[src/rtl/if_id_queue.sv]
// IF/ID fetch-packet queue: DEPTH entries of {pc, ISSUE_W instructions, lane valids}, with partial issue from the head.
// Optional `define IFID_BYPASS_EN: an empty queue forwards the incoming packet to id_* in the same cycle.
module if_id_queue #(
    parameter int ADDR_W  = 32,
    parameter int INST_W  = 32,
    parameter int ISSUE_W = 2,
    parameter int DEPTH   = 4,
    parameter logic [INST_W-1:0] NOP_PAD = 32'h40200000
) (
    input  logic                           clk,
    input  logic                           rst,
    input  logic                           flush,
    input  logic                           if_valid,
    output logic                           if_ready,
    input  logic [ADDR_W-1:0]              if_pc,
    input  logic [ISSUE_W*INST_W-1:0]      if_inst,
    input  logic [ISSUE_W-1:0]             if_lane_vld,
    output logic                           id_valid,
    output logic [ADDR_W-1:0]              id_pc,
    output logic [ISSUE_W*INST_W-1:0]      id_inst,
    output logic [ISSUE_W-1:0]             id_lane_vld,
    input  logic [$clog2(ISSUE_W+1)-1:0]   id_issue_cnt,
    output logic [$clog2(DEPTH+1)-1:0]     occupancy
);
    localparam int PKT_W = ISSUE_W * INST_W;
    localparam int CNT_W = $clog2(ISSUE_W + 1);
    localparam int OCC_W = $clog2(DEPTH + 1);
    localparam int PTR_W = $clog2(DEPTH);

    logic [ADDR_W-1:0]  pc_mem   [DEPTH];
    logic [PKT_W-1:0]   inst_mem [DEPTH];
    logic [ISSUE_W-1:0] vld_mem  [DEPTH];

    logic [PTR_W-1:0] rd_ptr_reg, wr_ptr_reg;
    logic [OCC_W-1:0] occ_reg;

    logic [ADDR_W-1:0]  comp_pc, cur_pc, sh_pc;
    logic [PKT_W-1:0]   comp_inst, cur_inst, sh_inst;
    logic [ISSUE_W-1:0] comp_vld, cur_vld, sh_vld;
    logic [CNT_W-1:0]   cur_cnt;
    logic bypass_act, cons_pop, cons_shift, accept, push_wr, head_pop, head_shift;

    // Compact the incoming valid lanes down to lane 0; PC follows the first valid lane.
    always_comb begin
        int pre;
        comp_inst = {ISSUE_W{NOP_PAD}};
        comp_vld  = '0;
        comp_pc   = if_pc;
        pre       = 0;
        for (int i = ISSUE_W - 1; i >= 0; i--) begin
            if (if_lane_vld[i]) comp_pc = if_pc + ADDR_W'(4 * i);
        end
        for (int i = 0; i < ISSUE_W; i++) begin
            for (int k = 0; k < ISSUE_W; k++) begin
                if (if_lane_vld[i] && pre == k) begin
                    comp_inst[k*INST_W +: INST_W] = if_inst[i*INST_W +: INST_W];
                    comp_vld[k] = 1'b1;
                end
            end
            pre = pre + (if_lane_vld[i] ? 1 : 0);
        end
    end

`ifdef IFID_BYPASS_EN
    assign bypass_act = (occ_reg == '0) && !flush && if_valid;
`else
    assign bypass_act = 1'b0;
`endif

    assign cur_pc   = bypass_act ? comp_pc   : pc_mem[rd_ptr_reg];
    assign cur_inst = bypass_act ? comp_inst : inst_mem[rd_ptr_reg];
    assign cur_vld  = bypass_act ? comp_vld  : vld_mem[rd_ptr_reg];

    assign id_valid    = (occ_reg != '0) || bypass_act;
    assign id_pc       = id_valid ? cur_pc   : '0;
    assign id_inst     = id_valid ? cur_inst : '0;
    assign id_lane_vld = id_valid ? cur_vld  : '0;
    assign if_ready    = (occ_reg < OCC_W'(DEPTH));
    assign occupancy   = occ_reg;

    // Remainder of a partially issued packet: shift down by n, pad the top, advance the PC.
    always_comb begin
        cur_cnt = '0;
        for (int i = 0; i < ISSUE_W; i++) cur_cnt = cur_cnt + CNT_W'(cur_vld[i]);
        sh_inst = {ISSUE_W{NOP_PAD}};
        for (int k = 0; k < ISSUE_W; k++) begin
            for (int j = 0; j < ISSUE_W; j++) begin
                if (j == k + int'(id_issue_cnt)) sh_inst[k*INST_W +: INST_W] = cur_inst[j*INST_W +: INST_W];
            end
        end
        sh_vld = cur_vld >> id_issue_cnt;
        sh_pc  = cur_pc + (ADDR_W'(id_issue_cnt) << 2);
    end

    assign cons_pop   = id_valid && (id_issue_cnt != '0) && (id_issue_cnt >= cur_cnt);
    assign cons_shift = id_valid && (id_issue_cnt != '0) && (id_issue_cnt <  cur_cnt);
    assign accept     = if_valid && if_ready && !flush && (if_lane_vld != '0);
    assign push_wr    = accept && !(bypass_act && cons_pop);
    assign head_pop   = !flush && !bypass_act && cons_pop;
    assign head_shift = !flush && !bypass_act && cons_shift;

    // Push and head rewrite never collide: a push needs a free slot, a rewrite needs a held one.
    always_ff @(posedge clk) begin
        if (push_wr) begin
            pc_mem[wr_ptr_reg]   <= (bypass_act && cons_shift) ? sh_pc   : comp_pc;
            inst_mem[wr_ptr_reg] <= (bypass_act && cons_shift) ? sh_inst : comp_inst;
            vld_mem[wr_ptr_reg]  <= (bypass_act && cons_shift) ? sh_vld  : comp_vld;
        end
        if (head_shift) begin
            pc_mem[rd_ptr_reg]   <= sh_pc;
            inst_mem[rd_ptr_reg] <= sh_inst;
            vld_mem[rd_ptr_reg]  <= sh_vld;
        end
    end

    always_ff @(posedge clk or posedge rst) begin
        if (rst) begin
            rd_ptr_reg <= '0;
            wr_ptr_reg <= '0;
            occ_reg    <= '0;
        end else if (flush) begin
            rd_ptr_reg <= '0;
            wr_ptr_reg <= '0;
            occ_reg    <= '0;
        end else begin
            if (push_wr)  wr_ptr_reg <= wr_ptr_reg + 1'b1;
            if (head_pop) rd_ptr_reg <= rd_ptr_reg + 1'b1;
            occ_reg <= occ_reg + OCC_W'(push_wr) - OCC_W'(head_pop);
        end
    end
endmodule

[config.mk]
export PLATFORM = sky130hd
export DESIGN_NAME = if_id_queue
export DESIGN_NICKNAME = d
export VERILOG_FILES = /design/src/rtl/if_id_queue.sv
export SDC_FILE = /design/constraint.sdc
export NUM_CORES = 1
export LEC_CHECK = 0
export ABC_AREA = 0
export BUFFER_PORTS_ARGS = -buffer_cell sky130_fd_sc_hd__buf_2
export CORE_MARGIN = 2
export CORE_UTILIZATION = 50
export CTS_BUF_LIST = sky130_fd_sc_hd__clkbuf_8
export CTS_CLUSTER_DIAMETER = 50
export DETAILED_ROUTE_END_ITERATION = 12
export PLACE_DENSITY_LB_ADDON = 0.3
export SETUP_SLACK_MARGIN = 0.5
export SYNTH_ARGS = -nofsm -noshare
export SYNTH_HDL_FRONTEND = slang
export SYNTH_SLANG_ARGS = --single-unit
[constraint.sdc]
create_clock -name clk -period 8.55 [get_ports clk]
set_input_delay 0 -clock clk [delete_from_list [all_inputs] [get_ports clk]]
set_output_delay 0 -clock clk [all_outputs]
set_load 0.01 [all_outputs]
==> results.cfg, run 1 <==
[outcome]
status = finished clean

[finish]
final_cell_mix = edfxtp_1, nor2_1, nand2_1
syn_to_final_growth_pct = 17.2
stdcell_count = 2620
regMostFlops = inst_mem
n_antenna_cell = 0
n_fill_cell = 3318
largest_reg_flops = 256
largestRegisters = inst_mem x256, pc_mem x128, vld_mem x8
num-nets-final = 2158
final_common_cell = edfxtp_1
drive_gt1_share_pct = 20.4

[critical_path]
worst_setup_path_end_kind = register
rrSetupSlack_ps = 3550
start_kind = register
cp_max_fo = 66
cp.required_ps = 8760
critPathKind = reg2reg
cp.arrival_ps = 5210
reg2reg_depth = 8

[sta]
fin_crit_sh_pct = 58.5
clock_skew_ps = 19.6
period_minus_slack_ps = 5000
worst_pin_slew_ps = 1200
relSlewSlack_pct = 19.1
rsz0062_at_grt = no
tns_ps = 0
finalSetupViolCount = 0
slew_viol_final = 0
max_freq_ghz = 0.200
final_hold_viol_count = 0

[yosys]
yosysSeqAreaShare_pct = 57.3
synth_xor_area_share_pct = 2.60
synth_flop_cell = edfxtp_1
synth_fa_ha_area_share_pct = 1.15
synth_compound_area_share_pct = 6.10
synth.avg_cell_area_um2 = 11.8
netlist_area_um2 = 20900
async_flop_share_pct = 1.75
synth_edf_count = 392
yosysUniqueCellTypes = 49
yosys_warnings = 0
yosys.area_share.simple_pct = 15.7
synth_top_family_by_area = simple AND/OR/NAND/NOR gates
syn_inst = 1762
ys_ff_latch = 399
muxShareOfSynthArea_pct = 14.0
synth_nets = 1884

[die]
fp-row-count = 74
dieHeight_um = 208
dieArea_um2 = 43400
start_util_pct = 50.8
die_x_um = 208
ios = 207
core_area_um2 = 41000

[min_path]
hold_class = in2reg
holdPathStages = 4

[power]
p_switching_mw = 2.05
power_leakage_nw = 9.70
power.internal_mw = 3.97
seq_power_share_pct = 40.2
power_mw = 6.02
combPwrFrac_pct = 33.5
p_sw_share_pct = 34.0
ir_worst_vdd_uv = 292
p_per_area_nw_per_um2 = 246
power_frac_clock_pct = 26.3

[clock_tree]
h-tree-depth = 3
cts_tree = done
cts_root_buffer = clkbuf_8
clk_path_buf_depth = 3
cts_sinks = 399
clock_latency_ps = 590
cts_buffers = 67
post_cts_buffers = 0
path_clk_slew_ps = 60

[route]
drtPass1Iterations = 5
vias = 15200
drt_wl_total_um = 56100
vias_per_cell = 5.82
drt_iter0_markers = 1471
drt.antenna.violating_nets = 0
avgRoutedWirePerCell_um = 21.4
drc = 0

[global_routing]
track_usage_pct = 25.7
antenna_found_initial = 0
grt_overflow_total = 0
grt_pass1_wl_um = 86300
grt_pass1_vias = 15300
grt_max_degree = 95

[placed_design]
place_inst = 2399
dp_hpwl_um = 33100
port_buffers = 206
place_congestion = 0.813

[job]
maxCapViolations = 0
[per-layer routing]
metal,vias up,GRT usage [%],part of all wire [%]
met5,-,0,0
met4,0,8.09,2.6
met3,100,3.80,9.1
met2,721,42.9,49
met1,7492,35.1,39
li1,6933,-,-
[synthesized netlist by cell type, drive strengths merged (2+ instances only)]
| library cell | count | area share (%) |
|---|---|---|
| and4 | 5 | 0.21 |
| a21oi | 179 | 4.3 |
| nor4 | 6 | 0.24 |
| ha | 16 | 0.96 |
| and2 | 101 | 3.0 |
| fa | 2 | 0.19 |
| clkbuf | 65 | 1.2 |
| nand3 | 16 | 0.38 |
| mux2i | 68 | 3.3 |
| nand2 | 234 | 4.2 |
| o21ai | 10 | 0.24 |
| buf | 58 | 1.5 |
| nor2 | 325 | 5.9 |
| nor2b | 3 | 0.090 |
| inv | 25 | 0.45 |
| xnor2 | 28 | 1.2 |
| o21a | 4 | 0.14 |
| nor3 | 14 | 0.38 |
| mux4 | 98 | 11 |
| edfxtp | 392 | 56 |
| or3 | 3 | 0.11 |
| a22o | 30 | 1.3 |
| nand4 | 19 | 0.67 |
| nand2b | 3 | 0.090 |
| xor2 | 33 | 1.4 |
| and3 | 8 | 0.24 |
| dfrtp | 7 | 0.84 |
[power groups by stage]
stage	combinational, mW	clock (mW)	sequential [mW]
finish	2.02	1.58	2.42
global route	2.19	1.68	2.43
CTS	2.02	1.61	2.42
detailed placement	1.97	0	2.46
global placement	1.95	0	2.45
floorplan	1.37	0	2.41
[kinds of logic (layout without fill, tap and decap cells)]
logic type,after synthesis,in the layout
AOI/OAI and AO/OA,226,226
and+or+nand+nor,742,742
buffers and inverters,149,475
muxes,167,167
adders and majority gates,18,18
DFF,399,399
xor gates and xnor gates,61,61
[path summary, 6_finish.rpt]
kind | startpoint | to
max | rd_ptr_reg[0] | inst_mem[1][5]
min | if_pc[15] | pc_mem[1][15]
max reg2reg | rd_ptr_reg[0] | inst_mem[1][5]
min reg2reg | wr_ptr_reg[1] | wr_ptr_reg[1]
max in group asynchronous | rst | rd_ptr_reg[0]
min in group asynchronous | rst | rd_ptr_reg[1]
[worst max-delay path, cell delays in order (launching register included)]
cell and delay, ps:
dfrtp_4 920, mux4_2 620, ha_1 300, ha_1 150, inv_1 50, a2111oi_2 800, nand2_1 250, nand2_4 850
buf_4 610
[metrics by stage]
step	hold WS, ps	setup WS, ps	cell area, um^2	util [%]
after floorplan	-197	2510	20900	-
after global placement	-30.8	3630	22200	54.2
after detailed placement	-23.0	3480	22200	54.2
after CTS	19.6	3480	24400	59.6
after global routing	38.0	3250	24400	59.6
final	54.6	3550	24400	59.6
[final cells by class]
class                      instances  area [um^2]  area share (%)
tap                              532          666            2.72
clock buffer                      69          950            3.89
sequential                       399        12000            48.9
multi-input combinational       1214         8300            34.0
clock inverter                    52          275            1.13
inverter                          26         97.6           0.399
timing repair buffer             328         2200            8.99
[timing repair]
| item | 4_1_cts | 5_1_grt |
|---|---|---|
| gates resized for setup | 0 | 0 |
| hold endpoints to repair | 360 | 0 |
| hold buffers | 100 | 0 |
Power figures use the tool's default switching activity.
==> run 2, diff against run 1 <==
- clock period: 8.55 -> 4.65 ns (I/O delays scaled with it)
==> results.cfg, run 2 (synthesized netlist as in run 1, its figures left out) <==
[power]
p_switching_mw = 3.77
combPwrFrac_pct = 34.7
power.internal_mw = 7.24
ir_worst_vdd_uv = 285
power_frac_clock_pct = 25.5
p_per_area_nw_per_um2 = 443
p_sw_share_pct = 34.2
power_leakage_nw = 9.84
seq_power_share_pct = 39.8
power_mw = 11.0

[global_routing]
grt_pass1_vias = 15700
grt_max_degree = 95
grt_overflow_total = 0
track_usage_pct = 26.2
antenna_found_initial = 0
grt_pass1_wl_um = 87600

[finish]
n_antenna_cell = 0
largest_reg_flops = 256
regArea_um2 = 12000
syn_to_final_growth_pct = 19.2
largestRegisters = inst_mem x256, pc_mem x128, vld_mem x8
multi_input_area_um2 = 8350
final_common_cell = edfxtp_1
drive_gt1_share_pct = 21.0
n_fill_cell = 3260
regMostFlops = inst_mem
utilization_pct = 60.6
num-nets-final = 2184
stdcell_count = 2640
final_cell_mix = edfxtp_1, nor2_1, nand2_1

[clock_tree]
cts_root_buffer = clkbuf_8
cts_buffers = 67
cts_tree = done
h-tree-depth = 3
clock_latency_ps = 610
path_clk_slew_ps = 60
cts_sinks = 399
clk_path_buf_depth = 3

[critical_path]
cp_slowest_cell = and2_4
slowest_delay_ps = 620
path_cells = mux4_2, ha_1, ha_1, inv_1, a2111oi_4, and2_4, buf_4, nor2_1, a21oi_1
cpLargestDelayFamily = compound AO/OA/AOI/OAI gates
cp.required_ps = 5090
critPathKind = reg2reg
worst_setup_path_end_kind = register
start_kind = register
cp.arrival_ps = 3990
cp.buffers_inverters = 2
crit_top_cell = ha_1
cp_max_fo = 40

[route]
drtPass1Iterations = 5
drc = 0
drt.antenna.violating_nets = 0
avgRoutedWirePerCell_um = 21.4
drt_wl_total_um = 56500
vias_per_cell = 5.78
drt_iter0_markers = 1405
vias = 15300

[outcome]
status = finished clean

[die]
fp-row-count = 74
ios = 207
start_util_pct = 50.8
dieHeight_um = 208
core_area_um2 = 41000
dieArea_um2 = 43400
die_x_um = 208

[placed_design]
dp_hpwl_um = 34600
place_congestion = 0.810
place_inst = 2417
port_buffers = 206

[sta]
fin_crit_sh_pct = 76.5
period_minus_slack_ps = 3560
slew_viol_final = 0
finalSetupViolCount = 0
tns_ps = 0
max_freq_ghz = 0.281
relSlewSlack_pct = 20.1
clock_skew_ps = 28.2
worst_pin_slew_ps = 1190
final_hold_viol_count = 0
rsz0062_at_grt = no

[min_path]
hold_class = in2reg

[job]
maxCapViolations = 0
==> run 2: cell count changes in the layout (fill, tap and decap cells not counted), sizes merged <==
cell	before	now
clkinvlp	1	2
bufinv	2	0
inv	53	50
clkinv	22	19
buf	228	246
dlygate4sd3	100	108
clkbuf	69	70
==> run 2: final timing paths <==
kind / cells after the start / slack, ps / start / end
worst max register to register: 9 / 1090 / rd_ptr_reg[0] / inst_mem[0][26]
worst max-delay path: 9 / 1090 / rd_ptr_reg[0] / inst_mem[0][26]
worst min-delay path: 4 / 70 / if_pc[27] / pc_mem[2][27]
min in group asynchronous: 4 / 450 / rst / occupancy[1]
max in group asynchronous: 4 / 3930 / rst / rd_ptr_reg[1]
worst min register to register: 2 / 620 / wr_ptr_reg[0] / wr_ptr_reg[0]
==> run 2: through the flow <==
step	setup WS (ps)	cell area, um^2	hold WS (ps)
2_1_floorplan	502	20900	-197
3_5_place_dp	1130	22600	-29.4
5_1_grt	926	24900	76.2
4_1_cts	1080	24900	23.7
6_report	1090	24900	72.2
3_3_place_gp	1180	22600	-32.1
==> run 2: area by class of cell <==
cell class | count | area share, %
repair buffers | 354 | 10.6
multi-input cells | 1214 | 33.6
clock buffers | 70 | 3.88
inverters | 26 | 0.393
clock inverters | 45 | 0.785
flip-flops and latches | 399 | 48.1
well taps | 532 | 2.68
==> run 2: routing by layer <==
metal	up-vias	global-route usage, %	wire length, um
met5	-	0	0
met4	0	10.4	1760
met3	119	4.92	5060
met2	738	43.5	27400
met1	7423	34.3	22300
li1	6982	-	-
==> run 2: power groups by stage <==
stage | clock network (mW) | registers (mW) | logic [mW]
2_1_floorplan | 0 | 4.40 | 2.54
4_1_cts | 2.85 | 4.39 | 3.85
6_report | 2.81 | 4.38 | 3.83
5_1_grt | 3.01 | 4.40 | 4.16
3_5_place_dp | 0 | 4.46 | 3.76
3_3_place_gp | 0 | 4.44 | 3.70
==> run 2: worst register-to-register path, cell delays in order, from the launching register on <==
cell and delay [ps]:
dfrtp_4 580, mux4_2 590, ha_1 300, ha_1 160, inv_1 70, a2111oi_4 530, and2_4 620, buf_4 300
nor2_1 70, a21oi_1 170
==> run 2: repair_timing <==
item                                   4_1_cts  5_1_grt
gates resized for setup                      0        0
setup buffers                                0        0
endpoints found under the hold margin      374        0
setup endpoints to repair                    0        0
hold buffers                               108        0
